$ cat config.mk
export PLATFORM = sky130hd
export DESIGN_NAME = text_console_ctrl
export DESIGN_NICKNAME = d
export VERILOG_FILES = /design/src/rtl/text_console_ctrl.sv
export SDC_FILE = /design/constraint.sdc
export NUM_CORES = 1
export LEC_CHECK = 0
export BUFFER_PORTS_ARGS = -buffer_cell sky130_fd_sc_hd__buf_4
export CORE_ASPECT_RATIO = 1.25
export CORE_UTILIZATION = 33
export DETAILED_ROUTE_END_ITERATION = 16
export HOLD_SLACK_MARGIN = 0.12
export PLACE_DENSITY = 0.48
export SLEW_MARGIN = 30
export SYNTH_ARGS = -nofsm -noshare
export SYNTH_HDL_FRONTEND = slang
export SYNTH_SLANG_ARGS = --single-unit
$ cat constraint.sdc
create_clock -name clk -period 9.75 [get_ports clk]
set_clock_uncertainty 0.1 [all_clocks]
set_input_delay 1.95 -clock clk [delete_from_list [all_inputs] [get_ports clk]]
set_output_delay 1.95 -clock clk [all_outputs]
set_load 0.005 [all_outputs]
$ cat src/rtl/text_console_ctrl.sv
`default_nettype none
// ============================================================================
// Module      : text_console_ctrl
// Description : Character-cell text console controller. It accepts one
//               character per cycle, keeps a cursor, and writes character
//               codes into an external character RAM (row*COLS + col).
//               Handles CR, LF and BS. It clears the freshly entered line
//               after a line advance, and clears the whole screen on request.
// Ports       : clk, rst          - clock, synchronous active-high reset
//               in_valid/in_char  - offered character
//               in_ready          - character accepted when in_valid&&in_ready
//               clr_req           - full-screen clear request
//               wr_en/wr_addr/
//               wr_data           - character RAM write port (registered)
//               cur_x/cur_y       - cursor column/row (registered)
//               busy              - a clear sequence is running
// Revision    : 1.0 - initial release
// ============================================================================
module text_console_ctrl #(
    parameter int         COLS  = 160,
    parameter int         ROWS  = 64,
    parameter logic [7:0] BLANK = 8'h20
) (
    input  logic        clk,
    input  logic        rst,
    input  logic        in_valid,
    input  logic [7:0]  in_char,
    output logic        in_ready,
    input  logic        clr_req,
    output logic        wr_en,
    output logic [13:0] wr_addr,
    output logic [7:0]  wr_data,
    output logic [7:0]  cur_x,
    output logic [6:0]  cur_y,
    output logic        busy
);

    localparam logic [1:0] S_IDLE     = 2'd0;
    localparam logic [1:0] S_CLR_LINE = 2'd1;
    localparam logic [1:0] S_CLR_ALL  = 2'd2;

    localparam logic [13:0] c_cols     = 14'(COLS);
    localparam logic [13:0] c_cells    = 14'(ROWS * COLS);
    localparam logic [7:0]  c_last_col = 8'(COLS - 1);
    localparam logic [6:0]  c_last_row = 7'(ROWS - 1);

    logic [1:0]  r_state,   w_state;
    logic        r_wr_en,   w_wr_en;
    logic [13:0] r_wr_addr, w_wr_addr;
    logic [7:0]  r_wr_data, w_wr_data;
    logic [7:0]  r_cur_x,   w_cur_x;
    logic [6:0]  r_cur_y,   w_cur_y;
    // Clear progress counter and the base address of the region being cleared.
    logic [13:0] r_cnt,     w_cnt;
    logic [13:0] r_base,    w_base;

    logic [6:0]  w_next_y;
    logic [13:0] w_row_base;
    logic [13:0] w_next_base;
    logic        w_printable;
    logic        w_idle;

    assign w_idle      = (r_state == S_IDLE);
    assign w_next_y    = (r_cur_y == c_last_row) ? 7'd0 : r_cur_y + 7'd1;
    assign w_row_base  = 14'(r_cur_y) * c_cols;
    assign w_next_base = 14'(w_next_y) * c_cols;
    assign w_printable = (in_char >= 8'h20) && (in_char <= 8'h7E);

    assign in_ready = w_idle && !clr_req && !rst;
    assign busy     = !w_idle;
    assign wr_en    = r_wr_en;
    assign wr_addr  = r_wr_addr;
    assign wr_data  = r_wr_data;
    assign cur_x    = r_cur_x;
    assign cur_y    = r_cur_y;

    always_comb begin
        w_state   = r_state;
        w_wr_en   = 1'b0;
        w_wr_addr = r_wr_addr;
        w_wr_data = r_wr_data;
        w_cur_x   = r_cur_x;
        w_cur_y   = r_cur_y;
        w_cnt     = r_cnt;
        w_base    = r_base;

        case (r_state)
            S_IDLE: begin
                if (clr_req) begin
                    // The first blank write is issued right away, so the
                    // counter already points at the second cell.
                    w_state   = S_CLR_ALL;
                    w_wr_en   = 1'b1;
                    w_wr_addr = 14'd0;
                    w_wr_data = BLANK;
                    w_cur_x   = 8'd0;
                    w_cur_y   = 7'd0;
                    w_cnt     = 14'd1;
                end else if (in_valid) begin
                    if (w_printable) begin
                        w_wr_en   = 1'b1;
                        w_wr_addr = w_row_base + 14'(r_cur_x);
                        w_wr_data = in_char;
                        if (r_cur_x == c_last_col) begin
                            w_cur_x = 8'd0;
                            w_cur_y = w_next_y;
                            w_base  = w_next_base;
                            w_cnt   = 14'd0;
                            w_state = S_CLR_LINE;
                        end else begin
                            w_cur_x = r_cur_x + 8'd1;
                        end
                    end else if (in_char == 8'h0A) begin
                        w_cur_x = 8'd0;
                        w_cur_y = w_next_y;
                        w_base  = w_next_base;
                        w_cnt   = 14'd0;
                        w_state = S_CLR_LINE;
                    end else if (in_char == 8'h0D) begin
                        w_cur_x = 8'd0;
                    end else if ((in_char == 8'h08) && (r_cur_x != 8'd0)) begin
                        w_cur_x   = r_cur_x - 8'd1;
                        w_wr_en   = 1'b1;
                        w_wr_addr = w_row_base + 14'(r_cur_x - 8'd1);
                        w_wr_data = BLANK;
                    end
                end
            end

            S_CLR_LINE: begin
                // One extra pass with r_cnt == COLS returns to idle after the
                // last write has been presented.
                if (r_cnt < c_cols) begin
                    w_wr_en   = 1'b1;
                    w_wr_addr = r_base + r_cnt;
                    w_wr_data = BLANK;
                    w_cnt     = r_cnt + 14'd1;
                end else begin
                    w_state = S_IDLE;
                end
            end

            S_CLR_ALL: begin
                if (r_cnt < c_cells) begin
                    w_wr_en   = 1'b1;
                    w_wr_addr = r_cnt;
                    w_wr_data = BLANK;
                    w_cnt     = r_cnt + 14'd1;
                end else begin
                    w_state = S_IDLE;
                end
            end

            default: begin
                w_state = S_IDLE;
            end
        endcase
    end

    always_ff @(posedge clk) begin
        if (rst) begin
            r_state   <= S_IDLE;
            r_wr_en   <= 1'b0;
            r_wr_addr <= 14'd0;
            r_wr_data <= 8'd0;
            r_cur_x   <= 8'd0;
            r_cur_y   <= 7'd0;
            r_cnt     <= 14'd0;
            r_base    <= 14'd0;
        end else begin
            r_state   <= w_state;
            r_wr_en   <= w_wr_en;
            r_wr_addr <= w_wr_addr;
            r_wr_data <= w_wr_data;
            r_cur_x   <= w_cur_x;
            r_cur_y   <= w_cur_y;
            r_cnt     <= w_cnt;
            r_base    <= w_base;
        end
    end

endmodule
`default_nettype wire

==> results of run 1 <==
-- metrics by stage --
| step | worst slack, ns | utilization | hold WS [ns] | power [W] |
|---|---|---|---|---|
| after detailed placement | 4.429 | 0.3745 | 0.3499 | 0.0004829 |
| after global routing | 4.585 | 0.3966 | 0.3705 | 0.0008597 |
| after floorplan | 4.795 | - | 0.3356 | 0.0004176 |
| final | 4.760 | 0.3966 | 0.3547 | 0.0008168 |
| after global placement | 4.514 | 0.3736 | 0.3427 | 0.0004813 |
| after CTS | 4.774 | 0.3966 | 0.3582 | 0.0008247 |
-- layer usage --
layer	up-vias	share of wire
li1	2208	-
met1	2092	0.47
met2	87	0.48
met3	10	0.033
met4	0	0.012
met5	-	0
-- area by class of cell --
cell class / instances / area, sq um
fill: 1465 / 8371
inverter: 20 / 75.07
multi-input combinational: 458 / 3223
clock inverter: 6 / 67.56
clock buffer: 10 / 239.0
sequential: 63 / 1261
tap: 175 / 219.0
timing repair buffer: 56 / 417.9
-- power by group through the flow --
stage,Clock (W),Sequential (W),Combinational [W]
after floorplan,0,0.000288,0.000130
after global placement,0,0.000294,0.000188
after detailed placement,0,0.000294,0.000189
after CTS,0.000346,0.000288,0.000190
after global routing,0.000361,0.000290,0.000209
final,0.000339,0.000288,0.000190
-- synth_stat cells, types with 5 or more instances --
| cell type | n | share of area |
|---|---|---|
| a21oi_1 | 38 | 0.041 |
| o21ai_0 | 18 | 0.019 |
| xnor2_1 | 17 | 0.032 |
| nor3_1 | 16 | 0.017 |
| nand4_1 | 11 | 0.015 |
| o211ai_1 | 13 | 0.021 |
| and3_1 | 9 | 0.012 |
| dfxtp_1 | 63 | 0.27 |
| a31oi_1 | 5 | 0.0067 |
| o21a_1 | 7 | 0.011 |
| a22o_1 | 5 | 0.0093 |
| nor4_1 | 5 | 0.0067 |
| ha_1 | 45 | 0.12 |
| nand2_1 | 46 | 0.037 |
| clkbuf_1 | 23 | 0.018 |
| inv_1 | 20 | 0.016 |
| a21o_1 | 12 | 0.019 |
| xor2_1 | 20 | 0.037 |
| a22oi_1 | 5 | 0.0080 |
| a221oi_1 | 10 | 0.019 |
| nor2_1 | 62 | 0.050 |
| o21bai_1 | 5 | 0.0080 |
| a211oi_1 | 14 | 0.022 |
| nand3_1 | 19 | 0.020 |
-- worst reg2reg max path, delay by kind of cell (launching register included) --
kind	cells	cell delay (ns)
AOI/OAI and AO/OA	4	0.81
and+or+nand+nor	3	0.90
xor gates and xnor gates	2	0.37
muxes	1	0.20
DFF	1	0.43
adders and majority gates	2	0.66
-- flip-flops by register name (all words and copies together), names as in the netlist --
name     cells
r_base       9
cur_x        8
wr_data      8
r_cnt       14
wr_en        1
r_state      2
wr_addr     14
cur_y        7
-- final timing paths --
check,from,endpoint,cells past startpoint
setup / recovery,in_char[5],wr_addr[13],13
hold reg to reg,wr_data[4],wr_data[4],2
setup reg to reg,cur_x[0],wr_addr[13],12
hold / removal,wr_data[4],wr_data[4],2
-- cells by family (layout without fill, tap and decap cells) --
family | Yosys count | count (layout) | synth area share
flops | 63 | 63 | 0.2687
compound gates | 173 | 173 | 0.2674
mux | 4 | 4 | 0.008531
buf+inv | 51 | 92 | 0.04745
simple gates | 195 | 195 | 0.2018
xor+xnor | 37 | 37 | 0.06905
fa+ha+maj | 49 | 49 | 0.1370
==> flow_metrics.tcl, run 1 <==
set metrics [dict create \
    clk_pin_slew_worst_paths_ns 0.06 \
    busiest_layer "met2" \
    critical-path-max-stage-delay_ns 0.69 \
    antenna_found_initial 0 \
    pwr-share-seq 0.353 \
    crit_chain "buf_4 > nand4_1 > o21ai_1 > nand2_1 > xnor2_1 > ha_1 > fa_1 > a211oi_1 > o21bai_1 > a31oi_1 > xor2_1 > mux2i_1 > a311oi_1" \
    dieWidth_um 108.7 \
    path_delay_family "compound AO/OA/AOI/OAI gates" \
    synth-seq-cells 63 \
    p_int_w 0.0005555 \
    cts_hold_buf 0 \
    max_freq_mhz 200.4 \
    initial_utilization 0.3383 \
    final_cells 788 \
    cp.arrival_ns 5.08 \
    use_met2 0.3217 \
    grt_overflow_total 0 \
    cts_setup_buffers 0 \
    drt_iter0_markers 254 \
    crit_required_ns 9.84 \
    hold_viol_final 0 \
    gr-usage-met1 0.2710 \
    ys.flop_type "dfxtp_1" \
    rsz0062_at_grt "no" \
    placedCellCount 772 \
    p_sw_w 0.0002613 \
    endpoint_kind "flip-flop" \
    grt_pass1_wl_um 22440 \
    grt_pass1_vias 4226 \
    setup.worst_path.start_class "primary input" \
    io_buffers 51 \
    relSlewSlack 0.3942 \
    cts_resized 0 \
    ant_nets 0 \
    area_delta_synth_final_pct 17.25 \
    drv_slew 0 \
    cts_tree "yes" \
    p_leak_nw 2.372 \
    combPwrFrac 0.232 \
    grt_max_degree 49 \
    drv_cap 0 \
    clock_sinks 63 \
    clockBufferDepth 2 \
    run_status "finished, final reports clean" \
    power_density_nw_per_um2 148.4 \
    drcViolationCount 0 \
    io_pins 52 \
    fin_area_sq_um 5503 \
    clockRootBuffer "clkbuf_16" \
    cts.htree.levels 3 \
    crit_type "primary input to flip-flop" \
    diodes 0 \
    vias 4397 \
    row_count 48 \
    grt_util_all_layers 0.2001 \
    vias_per_cell 5.580 \
    tns_ns 0 \
    globalplace.congestion 0.8178 \
    synth-edff-count 0 \
    fp.dieH_um 135.3 \
    clock_latency_ns 0.34 \
    syn_area_sq_um 4693 \
    syn-instance-count 572 \
    p_sw_frac 0.3199 \
    detailed_place_hpwl_um 10360 \
    yosys_warnings 0 \
    worst_pin_slew_ns 0.8992 \
    use_met3 0.03223 \
    syn_nets 633 \
    drive_above_1_share 0.1354 \
    finalCriticalPeriod_ns 4.990 \
    dieArea_sq_um 14710 \
    min_period_over_period 0.5118 \
    routed_wl_um 14110 \
    p_clk_frac 0.415 \
    layout_common_cells "63 x dfxtp_1, 62 x nor2_1, 55 x buf_4" \
    reg2reg_slack_ns 6.14 \
    seq_area_frac_synth 0.2687 \
    vdd_drop_max_mv 0.06241 \
    final_nets 669 \
    dr.pass1.iters 5 \
    setup_viol 0 \
    synthArstFlopShare 0 \
    layout_commonest_cell "dfxtp_1" \
    core_area_sq_um 13870 \
    wl_per_cell_um 17.91 \
    synth.avg_cell_area_sq_um 8.205 \
    crit_buf_inv 1 \
    cts_buffers 9 \
    slowest_stage "o21ai_1" \
    synth_cell_types 64 \
    hold_path_class "flip-flop to flip-flop" \
    postPlaceCellArea_sq_um 5196 \
    worstPathMaxFanout 10 \
]
No activity file was read; power rests on OpenSTA's default activity.
==> run 2, diff against run 1 <==
PLACE_DENSITY = 0.5   (was 0.48)
clock period = 4.38 ns   (was 9.75 ns; I/O delays follow)
==> flow_metrics.tcl, run 2 (synthesized netlist as in run 1, its figures left out) <==
set metrics [dict create \
    drt-met1-wl_um 6358 \
    globalplace.congestion 0.8219 \
    crit_buf_inv 0 \
    dr.pass1.iters 4 \
    grt_overflow_total 0 \
    p_int_w 0.001216 \
    area_delta_synth_final_pct 16.90 \
    cts.htree.levels 3 \
    dieArea_sq_um 14710 \
    dieWidth_um 108.7 \
    p_sw_frac 0.3132 \
    relSlewSlack 0.4263 \
    drt_iter0_markers 213 \
    setup.worst_path.start_class "flip-flop" \
    io_pins 52 \
    min_period_over_period 0.8398 \
    p_sw_w 0.0005544 \
    clk_pin_slew_worst_paths_ns 0.06 \
    power_density_nw_per_um2 322.7 \
    run_status "finished, final reports clean" \
    fin_total_pwr_w 0.001770 \
    wl_per_cell_um 17.44 \
    vias 4457 \
    endpoint_kind "flip-flop" \
    fin_ws_ns 0.7017 \
    routed_wl_um 13760 \
    fp.dieH_um 135.3 \
    drcViolationCount 0 \
    multi_input_area_sq_um 3216 \
    diodes 0 \
    drive_above_1_share 0.1336 \
    path_delay_family "simple AND/OR/NAND/NOR gates" \
    vdd_drop_max_mv 0.1674 \
    row_count 48 \
    crit_type "flip-flop to flip-flop" \
    cp.arrival_ns 3.76 \
    pwr-share-seq 0.362 \
    hold_path_class "flip-flop to flip-flop" \
    cts_buffers 9 \
    cts_resized 0 \
    crit_required_ns 4.47 \
    vias_per_cell 5.649 \
    grt_pass1_vias 4237 \
    fillers 1431 \
    layout_commonest_cell "dfxtp_1" \
    antenna_found_initial 0 \
    highest_layer "met4" \
    worstPathMaxFanout 10 \
    combPwrFrac 0.241 \
    clock_sinks 63 \
    p_leak_nw 2.364 \
    clockRootBuffer "clkbuf_16" \
    initial_utilization 0.3383 \
    grt_max_degree 49 \
    worst_pin_slew_ns 0.8556 \
    ant_nets 0 \
    drv_cap 0 \
    layout_common_cells "63 x dfxtp_1, 62 x nor2_1, 58 x buf_4" \
    ff_latch_area_sq_um 1261 \
    p_clk_frac 0.397 \
    detailed_place_hpwl_um 10120 \
    final_nets 671 \
    critical-path-max-stage-delay_ns 0.55 \
    clockBufferDepth 2 \
    finalCriticalPeriod_ns 3.678 \
    grt_pass1_wl_um 21800 \
    slowest_stage "or4_1" \
    grt_util_all_layers 0.1917 \
    wl_met3_um 522 \
    cts_setup_buffers 0 \
    drv_slew 0 \
    rsz0062_at_grt "no" \
    cts_tree "yes" \
    hold_viol_final 0 \
    wl_met2_um 6471 \
    io_buffers 51 \
    dp_slack_ns 0.5958 \
    tns_ns 0 \
    clock_latency_ns 0.33 \
    max_freq_mhz 271.9 \
    crit_chain "or4_1 > nor2_1 > nand2_1 > xnor2_1 > ha_1 > fa_1 > a211oi_1 > o21bai_1 > a31oi_1 > xor2_1 > mux2i_1 > a311oi_1" \
    core_area_sq_um 13870 \
    cts_hold_buf 0 \
    whs_ns 0.3547 \
    setup_viol 0 \
]
run 2: power by group through the flow:
stage	registers (W)	logic (W)	clock network (W)
3_3_place_gp	0.000652	0.000420	0
4_1_cts	0.000640	0.000428	0.000717
2_1_floorplan	0.000640	0.000289	0
3_5_place_dp	0.000652	0.000425	0
5_1_grt	0.000645	0.000469	0.000735
6_report	0.000640	0.000427	0.000703
run 2: area by class of cell:
class,count,share of cell area
clock buffers,11,0.04242
clock inverters,4,0.008666
inverters,20,0.01368
multi-input cells,458,0.5861
flip-flops and latches,63,0.2299
well taps,175,0.03991
repair buffers,58,0.07936
run 2: tightest hold or removal path, cell delays in order, from the launching register on:
cell and delay, ns:
dfxtp_1 0.31, nand2_1 0.05, a21oi_1 0.05
run 2: routing by layer:
| metal | vias up | global-route usage |
|---|---|---|
| met5 | - | 0 |
| met4 | 0 | 0.08634 |
| met3 | 25 | 0.02309 |
| met2 | 93 | 0.3080 |
| met1 | 2128 | 0.2547 |
| li1 | 2211 | - |
run 2: final timing paths:
| kind | start | to | slack [ns] | cells past startpoint |
|---|---|---|---|---|
| setup / recovery | cur_x[0] | wr_addr[13] | 0.70 | 12 |
| hold / removal | wr_data[4] | wr_data[4] | 0.35 | 2 |
| setup reg to reg | cur_x[0] | wr_addr[13] | 0.70 | 12 |
| hold reg to reg | wr_data[4] | wr_data[4] | 0.35 | 2 |
run 2: metrics by stage:
stage                       util  cells  instance area [sq um]
after floorplan                -    572                   4693
after global placement    0.3753    774                   5206
after detailed placement  0.3753    774                   5206
after CTS                 0.3955    789                   5487
after global routing      0.3955    789                   5487
final                     0.3955    789                   5487
==> run 3, diff against run 2 <==
PLACE_DENSITY = 0.48   (was 0.5)
clock period = 3.65 ns   (was 4.38 ns; I/O delays follow)
==> flow_metrics.tcl, run 3 (synthesized netlist as in run 1, its figures left out) <==
set metrics [dict create \
    min_period_over_period 0.9498 \
    postPlaceCellArea_sq_um 5335 \
    endpoint_kind "flip-flop" \
    io_pins 52 \
    clock_latency_ns 0.35 \
    cts_tree "yes" \
    drv_cap 0 \
    fp.dieH_um 135.3 \
    tns_ns 0 \
    grt_max_degree 49 \
    core_area_sq_um 13870 \
    power_density_nw_per_um2 386.9 \
    fin_area_sq_um 5638 \
    finalCoreUtilization 0.4064 \
    initial_utilization 0.3383 \
    cts.htree.levels 3 \
    grt_overflow_total 0 \
    pwr-share-seq 0.349 \
    vias_per_cell 5.608 \
    cts_hold_buf 0 \
    antenna_found_initial 0 \
    clock_sinks 63 \
    p_leak_nw 2.456 \
    clockRootBuffer "clkbuf_16" \
    grt_pass1_wl_um 22480 \
    holdPathStages 2 \
    p_clk_frac 0.403 \
    routed_wl_um 14200 \
    diodes 0 \
    p_int_w 0.001479 \
    setup.worst_path.start_class "flip-flop" \
    setup_viol 0 \
    rsz0062_at_grt "no" \
    final_cells 806 \
    cts_setup_buffers 0 \
    p_sw_w 0.0007022 \
    clk_pin_slew_worst_paths_ns 0.06 \
    hold_path_class "flip-flop to flip-flop" \
    cp.arrival_ns 3.57 \
    hold_viol_final 0 \
    row_count 48 \
    startpoint "cur_x[0]" \
    use_met2 0.3168 \
    crit_required_ns 3.75 \
    grt_pass1_vias 4180 \
    ant_nets 0 \
    final_nets 687 \
    crit_type "flip-flop to flip-flop" \
    layout_commonest_cell "buf_4" \
    clockBufferDepth 2 \
    fillers 1427 \
    drv_slew 0 \
    finalCriticalPeriod_ns 3.467 \
    ff2ff_path_depth 12 \
    cts_buffers 9 \
    placedCellCount 790 \
    gr-usage-met1 0.2649 \
    combPwrFrac 0.248 \
    globalplace.congestion 0.8925 \
    reg2reg_from "cur_x[0]" \
    drt_iter0_markers 280 \
    p_sw_frac 0.3219 \
    fin_total_pwr_w 0.002182 \
    wl_per_cell_um 17.61 \
    worst_pin_slew_ns 0.8298 \
    grt_util_all_layers 0.2005 \
    io_buffers 51 \
    vias 4520 \
    use_met3 0.03608 \
    reg2reg_slack_ns 0.18 \
    run_status "finished, final reports clean" \
    layout_common_cells "74 x buf_4, 63 x dfxtp_1, 62 x nor2_1" \
    relSlewSlack 0.4410 \
    busiest_layer "met2" \
    max_freq_mhz 288.4 \
    drive_above_1_share 0.1648 \
    worstPathMaxFanout 4 \
    dr.pass1.iters 4 \
    area_delta_synth_final_pct 20.13 \
    critPathCapture "wr_addr[13]" \
    dieArea_sq_um 14710 \
    detailed_place_hpwl_um 10650 \
    rr_endpoint "wr_addr[13]" \
    drcViolationCount 0 \
    vdd_drop_max_mv 0.1713 \
    dieWidth_um 108.7 \
]
## run 3: cell count changes in the layout (fill, tap and decap cells not counted)
cell | before | now
o21ai_2 | 0 | 1
clkbuf_1 | 2 | 0
clkinvlp_4 | 1 | 2
clkinv_4 | 0 | 1
buf_4 | 58 | 74
inv_6 | 0 | 1
o21ai_1 | 1 | 0
nor3_2 | 0 | 2
nor3_1 | 16 | 14
## run 3: what timing repair did
item / in CTS / in global routing
endpoints found under the hold margin: 0 / 0
gates resized for setup: 0 / 1
setup endpoints to repair: 0 / 2
## run 3: critical path: stages, from the launching register on
cell	delay, ns
dfxtp_1	0.31
or4_1	0.53
nor2_1	0.25
nand2_1	0.11
xnor2_1	0.13
ha_1	0.23
fa_1	0.44
a211oi_1	0.32
o21bai_1	0.13
a31oi_1	0.23
xor2_1	0.21
mux2i_1	0.23
a311oi_1	0.11
## run 3: worst min-delay path by stage
stage | from | to | slack, ns
global placement | wr_data[3] | wr_data[3] | 0.34
floorplan | r_base[12] | r_base[12] | 0.34
detailed placement | wr_data[3] | wr_data[3] | 0.35
finish | wr_data[0] | wr_data[0] | 0.36
CTS | wr_data[3] | wr_data[3] | 0.36
global route | wr_data[3] | wr_data[3] | 0.37
## run 3: metal layers
metal	part of all wire	vias up
met4	0.026	0
met3	0.040	20
met1	0.46	2158
li1	-	2247
met2	0.47	95
met5	0	-
## run 3: metrics by stage
stage / hold WS [ns] / setup WS [ns]
floorplan: 0.3356 / 0.0002149
global placement: 0.3441 / 0.1341
detailed placement: 0.3503 / 0.03275
CTS: 0.3593 / 0.1794
global route: 0.3688 / 0.01225
finish: 0.3571 / 0.1831
## run 3: cell type report
type                            count  area (sq um)  share of cell area
Sequential cell                    63          1261              0.2237
Tap cell                          175         219.0             0.03884
Clock buffer                        9         225.2             0.03995
Inverter                           20         75.07             0.01332
Timing Repair Buffer               74         555.5             0.09854
Multi-Input combinational cell    458          3229              0.5728
Clock inverter                      7         72.57             0.01287
## run 3: power by group through the flow
| stage | registers [W] | clock network, W | logic, W |
|---|---|---|---|
| detailed placement | 0.000775 | 0 | 0.000537 |
| CTS | 0.000761 | 0.000905 | 0.000540 |
| floorplan | 0.000769 | 0 | 0.000349 |
| global placement | 0.000775 | 0 | 0.000533 |
| finish | 0.000761 | 0.000880 | 0.000541 |
| global route | 0.000765 | 0.000936 | 0.000594 |
